`config.mk`:
```
export PLATFORM = sky130hd
export DESIGN_NAME = mem_arbiter
export DESIGN_NICKNAME = d
export VERILOG_FILES = /design/src/rtl/mem_arbiter.sv
export SDC_FILE = /design/constraint.sdc
export NUM_CORES = 1
export LEC_CHECK = 0
export BUFFER_PORTS_ARGS = -buffer_cell sky130_fd_sc_hd__buf_4
export CORE_MARGIN = 4
export CORE_UTILIZATION = 40
export CTS_CLUSTER_DIAMETER = 40
export DETAILED_ROUTE_END_ITERATION = 8
export PLACE_DENSITY = 0.75
export SLEW_MARGIN = 30
export SYNTH_ARGS = -nofsm -noshare
export SYNTH_HDL_FRONTEND = slang
export SYNTH_SLANG_ARGS = --single-unit
```
`constraint.sdc`:
```
create_clock -name clk -period 2 [get_ports clk]
set_input_delay 0 -clock clk [delete_from_list [all_inputs] [get_ports clk]]
set_output_delay 0 -clock clk [all_outputs]
set_load 0.1 [all_outputs]
```
`src/rtl/mem_arbiter.sv`:
```
// Arbitrates an instruction-fetch port and a data port onto one single-ported memory,
// with anti-starvation for the fetch port and a BUSY timeout that aborts stuck accesses.
module mem_arbiter #(
   parameter int STARVE_LIMIT = 4,
   parameter int TIMEOUT      = 16
) (
   input  logic        clk,
   input  logic        rst,
   input  logic        i_req,
   input  logic [31:0] i_addr,
   input  logic        d_req,
   input  logic        d_we,
   input  logic [31:0] d_addr,
   input  logic [31:0] d_wdata,
   output logic        mem_req,
   output logic        mem_we,
   output logic [31:0] mem_addr,
   output logic [31:0] mem_wdata,
   input  logic        mem_ack,
   input  logic [31:0] mem_rdata,
   output logic        i_done,
   output logic        d_done,
   output logic        i_err,
   output logic        d_err,
   output logic [31:0] i_rdata,
   output logic [31:0] d_rdata,
   output logic        stall_if,
   output logic        stall_mem
);

   localparam int SW = $clog2(STARVE_LIMIT + 1);
   localparam int TW = $clog2(TIMEOUT + 1);
   localparam logic [SW-1:0] STARVE_MAX = SW'(STARVE_LIMIT);
   localparam logic [SW-1:0] STARVE_ONE = SW'(1);
   localparam logic [TW-1:0] TMO_LAST   = TW'(TIMEOUT - 1);
   localparam logic [TW-1:0] TMO_ONE    = TW'(1);

   typedef enum logic [1:0] {
      IDLE = 2'd0,
      BUSY = 2'd1,
      RESP = 2'd2
   } state_t;

   state_t        state, state_nx;
   logic [SW-1:0] starve_cnt, starve_nx;
   logic [TW-1:0] tmo_cnt, tmo_nx;
   logic          abort, abort_nx;
   logic          owner_d, owner_nx;
   logic          we, we_nx;
   logic [31:0]   addr, addr_nx;
   logic [31:0]   wdata, wdata_nx;
   logic [31:0]   i_rdata_nx, d_rdata_nx;
   logic          i_done_nx, d_done_nx, i_err_nx, d_err_nx;
   logic          pick_d;

   assign mem_addr  = addr;
   assign mem_wdata = wdata;
   assign stall_if  = i_req & ~i_done & ~i_err;
   assign stall_mem = d_req & ~d_done & ~d_err;

   // Next-state, arbitration and completion logic; done/err are set on entry to RESP
   always_comb begin
      state_nx   = state;
      starve_nx  = starve_cnt;
      tmo_nx     = tmo_cnt;
      abort_nx   = abort;
      owner_nx   = owner_d;
      we_nx      = we;
      addr_nx    = addr;
      wdata_nx   = wdata;
      i_rdata_nx = i_rdata;
      d_rdata_nx = d_rdata;
      i_done_nx  = 1'b0;
      d_done_nx  = 1'b0;
      i_err_nx   = 1'b0;
      d_err_nx   = 1'b0;
      pick_d     = 1'b0;
      case (state)
         IDLE: begin
            if (i_req | d_req) begin
               pick_d   = d_req & (~i_req | (starve_cnt != STARVE_MAX));
               owner_nx = pick_d;
               state_nx = BUSY;
               if (pick_d) begin
                  addr_nx  = d_addr;
                  we_nx    = d_we;
                  wdata_nx = d_wdata;
                  if (i_req) begin
                     starve_nx = starve_cnt + STARVE_ONE;
                  end else begin
                     starve_nx = starve_cnt;
                  end
               end else begin
                  addr_nx   = i_addr;
                  we_nx     = 1'b0;
                  wdata_nx  = 32'h0000_0000;
                  starve_nx = {SW{1'b0}};
               end
            end else begin
               state_nx = IDLE;
            end
         end
         BUSY: begin
            tmo_nx = tmo_cnt + TMO_ONE;
            if (mem_ack) begin
               state_nx  = RESP;
               abort_nx  = 1'b0;
               d_done_nx = owner_d;
               i_done_nx = ~owner_d;
               if (~we & owner_d) begin
                  d_rdata_nx = mem_rdata;
               end else if (~we) begin
                  i_rdata_nx = mem_rdata;
               end else begin
                  d_rdata_nx = d_rdata;
               end
            end else if (tmo_cnt == TMO_LAST) begin
               state_nx = RESP;
               abort_nx = 1'b1;
               d_err_nx = owner_d;
               i_err_nx = ~owner_d;
            end else begin
               state_nx = BUSY;
            end
         end
         RESP: begin
            state_nx = IDLE;
            tmo_nx   = {TW{1'b0}};
            abort_nx = 1'b0;
         end
         default: begin
            state_nx = IDLE;
         end
      endcase
   end

   // State and output registers; memory strobes follow the state being entered
   always_ff @(posedge clk) begin
      if (rst) begin
         state      <= IDLE;
         starve_cnt <= {SW{1'b0}};
         tmo_cnt    <= {TW{1'b0}};
         abort      <= 1'b0;
         owner_d    <= 1'b0;
         we         <= 1'b0;
         addr       <= 32'h0000_0000;
         wdata      <= 32'h0000_0000;
         i_rdata    <= 32'h0000_0000;
         d_rdata    <= 32'h0000_0000;
         i_done     <= 1'b0;
         d_done     <= 1'b0;
         i_err      <= 1'b0;
         d_err      <= 1'b0;
         mem_req    <= 1'b0;
         mem_we     <= 1'b0;
      end else begin
         state      <= state_nx;
         starve_cnt <= starve_nx;
         tmo_cnt    <= tmo_nx;
         abort      <= abort_nx;
         owner_d    <= owner_nx;
         we         <= we_nx;
         addr       <= addr_nx;
         wdata      <= wdata_nx;
         i_rdata    <= i_rdata_nx;
         d_rdata    <= d_rdata_nx;
         i_done     <= i_done_nx;
         d_done     <= d_done_nx;
         i_err      <= i_err_nx;
         d_err      <= d_err_nx;
         mem_req    <= (state_nx == BUSY);
         mem_we     <= (state_nx == BUSY) & we_nx;
      end
   end

endmodule

```
==> out/qor.txt <==
Slew @ Worst Pin: 0.623 ns
GRT Util Overall: 0.254
Startpoint types: register
Cell mode on critical path: ha_1
Clk Latency, worst-skew pair: 0.42 ns
Post-DP Area: 0.00761 mm²
Hold Path Class: input port to register
Global-route wire length before repair: 32,200 µm
Vias per std cell: 5.18
Final core utilization: 0.719
Initial antenna violation count: 0
Yosys cell types: 36
ANT nets after route: 0
Post-CTS Setup Inserts: 0
Fmax: 532 MHz
CTS root buffer: clkbuf_16
Cell Pwr Density: 927 mW/mm²
Drt first pass iters: 4
Largest net degree at the start of global routing: 56
Total gr overflow: 0
I/O pins: 270
Minimum clock period: 1.88 ns
CTS tree: done
Initial DRC Count: 397
Crit end category: register
Top_reg_cell synth: dfxtp_1
Syn Area/Cell: 8.65 µm²
Synth warn: 0
Maximum clock path buffer count: 2
Core area: 0.0132 mm²
Final Hold Vio Count: 0
Share of cells above drive strength 1: 0.315
CP max stage delay: 0.48 ns
Crit path required time: 2.33 ns
DP Worst Slack: 0.110 ns
Die height: 124 µm
LEAKAGE: 4.11 nW
Peak VDD IR: 0.624 mV
Final setup viols: 0
Setup TNS: 0 ns
Area of the die: 0.0155 mm²
Flops & latches, synth: 146
Worst-path cell chain: ha_1 > and3_1 > ha_1 > or3b_2 > o21ai_0 > nand4_1 > a21oi_1
Slowest cell on crit path: or3b_2
Final WL: 20,100 µm
Post-synth EDFFs: 0
Clock sinks: 146
DRC errors left: 0
Mapped cell area: 0.00542 mm²
Cells after Synth: 626
Final setup margin: 0.120 ns
Final Cell Area: 0.00952 mm²
Initial Util: 0.409
Placer congestion estimate: 0.821
Power Total: 8.82 mW
Final Max Slew Viols: 0
Syn Nets: 767
Worst-path clk slew: 0.06 ns
Port Buf Inserts: 269
Max cap viols: 0
Asr flop ratio synth: 0
Setup Crit Path Kind: register to register
Std cell rows: 42
Slew headroom: 0.585
H-tree levels: 4
Final HPWL DP: 11,600 µm
Num CTS Buffers: 17
Post_cts resized: 0
Via count: 6,205
Fin Clk Skew: 0.00949 ns
Tcrit/Tclk final: 0.940
Unrepaired setup endpoints after global routing: false
Post-synthesis sequential area ratio: 0.540
Nets@finish: 1,150
Crit Path Max Fanout: 4
Detailed-route wire length per cell: 16.8 µm
# diodes: 0
Arrival time worst endpoint: 2.21 ns
Status: finished clean
Die W: 124 µm
Via count of the first global-routing pass: 6,321
Layout area overhead: 75.8%
==> Yosys cell counts (2+ instances only) <==
cell / instances / area [µm²]
a22o_1: 32 / 280
and3_1: 3 / 18.8
o21ai_0: 4 / 20.0
ha_1: 7 / 87.6
nor3_1: 64 / 320
a21oi_1: 72 / 360
or3_1: 3 / 18.8
nor3b_2: 2 / 25.0
nor3b_1: 3 / 22.5
buf_6: 4 / 45.0
inv_1: 6 / 22.5
nor2_1: 41 / 154
nor2b_1: 6 / 37.5
clkbuf_1: 17 / 63.8
nand4_1: 3 / 18.8
nor4_1: 32 / 200
dfxtp_1: 146 / 2920
buf_2: 23 / 115
nand2_1: 137 / 514
buf_4: 5 / 37.5
==> cells by family (layout without fill, tap and decap cells) <==
kind of cell | Yosys count | count (layout) | synth area share
AOI/OAI and AO/OA | 113 | 113 | 0.130
adders and majority gates | 7 | 7 | 0.0162
buffers and inverters | 56 | 452 | 0.0531
DFF | 146 | 146 | 0.540
muxes | 1 | 1 | 0.00185
and+or+nand+nor | 303 | 303 | 0.259
==> critical path, delay by kind of cell (launching register included) <==
kind	cells	cell delay, ns
AOI/OAI and AO/OA	2	0.27
and+or+nand+nor	3	0.78
adders and majority gates	2	0.43
DFF	1	0.33
==> layout by cell type, fill, tap and decap left out, types with 2 or more instances in the layout <==
cell           Yosys  final
a21oi_1           72     72
clkbuf_16          0     17
o21ai_0            4      4
nor4_1            32     32
dlygate4sd3_1      0    131
nand2_1          137    137
nand4_1            3      3
or3_1              3      3
clkinv_4           0      3
buf_12             0      5
dfxtp_1          146    146
inv_1              6      6
inv_6              0      2
nor2_1            41     40
a22o_1            32     32
clkbuf_1          17      2
bufinv_16          0      2
buf_4              5    278
nor3b_4            0      4
clkinvlp_4         0      2
ha_1               7      7
nor2b_1            6      6
clkbuf_8           0      3
and3_1             3      3
nor3_1            64     64
==> power by group <==
part | internal, mW | switching, mW
clock | 1.95 | 1.23
sequential | 3.08 | 0.108
combinational | 0.740 | 1.72
total | 5.77 | 3.05
==> layer usage <==
layer,vias up,global-route usage,wire length (µm)
met5,-,0,0
met4,0,0.131,783
met3,60,0.0798,1790
met2,327,0.428,9760
met1,2885,0.288,7800
li1,2933,-,-
==> sequential cells by signal, summed over array words and instances, names as in the netlist <==
| register | cells |
|---|---|
| i_rdata | 32 |
| we | 1 |
| starve_cnt | 3 |
| d_err | 1 |
| mem_wdata | 32 |
| mem_addr | 32 |
| d_rdata | 32 |
| i_err | 1 |
| tmo_cnt | 5 |
| state | 2 |
| d_done | 1 |
| mem_we | 1 |
| i_done | 1 |
| mem_req | 1 |
| owner_d | 1 |
==> path summary, 6_finish.rpt <==
check                                start                         to  slack, ns  cells after the start
setup / recovery   tmo_cnt[0]$_SDFFE_PP0P_          mem_we$_SDFF_PP0_       0.12                      7
setup reg to reg   tmo_cnt[0]$_SDFFE_PP0P_          mem_we$_SDFF_PP0_       0.12                      7
hold / removal                  i_addr[31]  mem_addr[31]$_SDFFE_PP0N_       0.01                      3
hold reg to reg   i_rdata[29]$_SDFFE_PP0P_   i_rdata[29]$_SDFFE_PP0P_       0.45                      2
==> stage by stage <==
stage | hold WS [ns] | instances
6_report | 0.00994 | 1198
5_1_grt | 0.0449 | 1198
4_1_cts | 0.00174 | 1198
3_5_place_dp | 0.220 | 1035
3_3_place_gp | 0.215 | 1035
2_1_floorplan | 0.0775 | 626
==> layout make-up <==
cell class                 count  area, µm²
multi-input combinational    424       2260
tap                          176        220
sequential                   146       2920
fill                         920       3720
inverter                       6       22.5
timing repair buffer         414       3500
clock buffer                  22        474
clock inverter                10        124
==> what timing repair did <==
action	in CTS	in global routing
hold buffers	131	0
endpoints found under the setup margin	0	1
endpoints found under the hold margin	138	0
No activity file was read; power rests on OpenSTA's default activity.
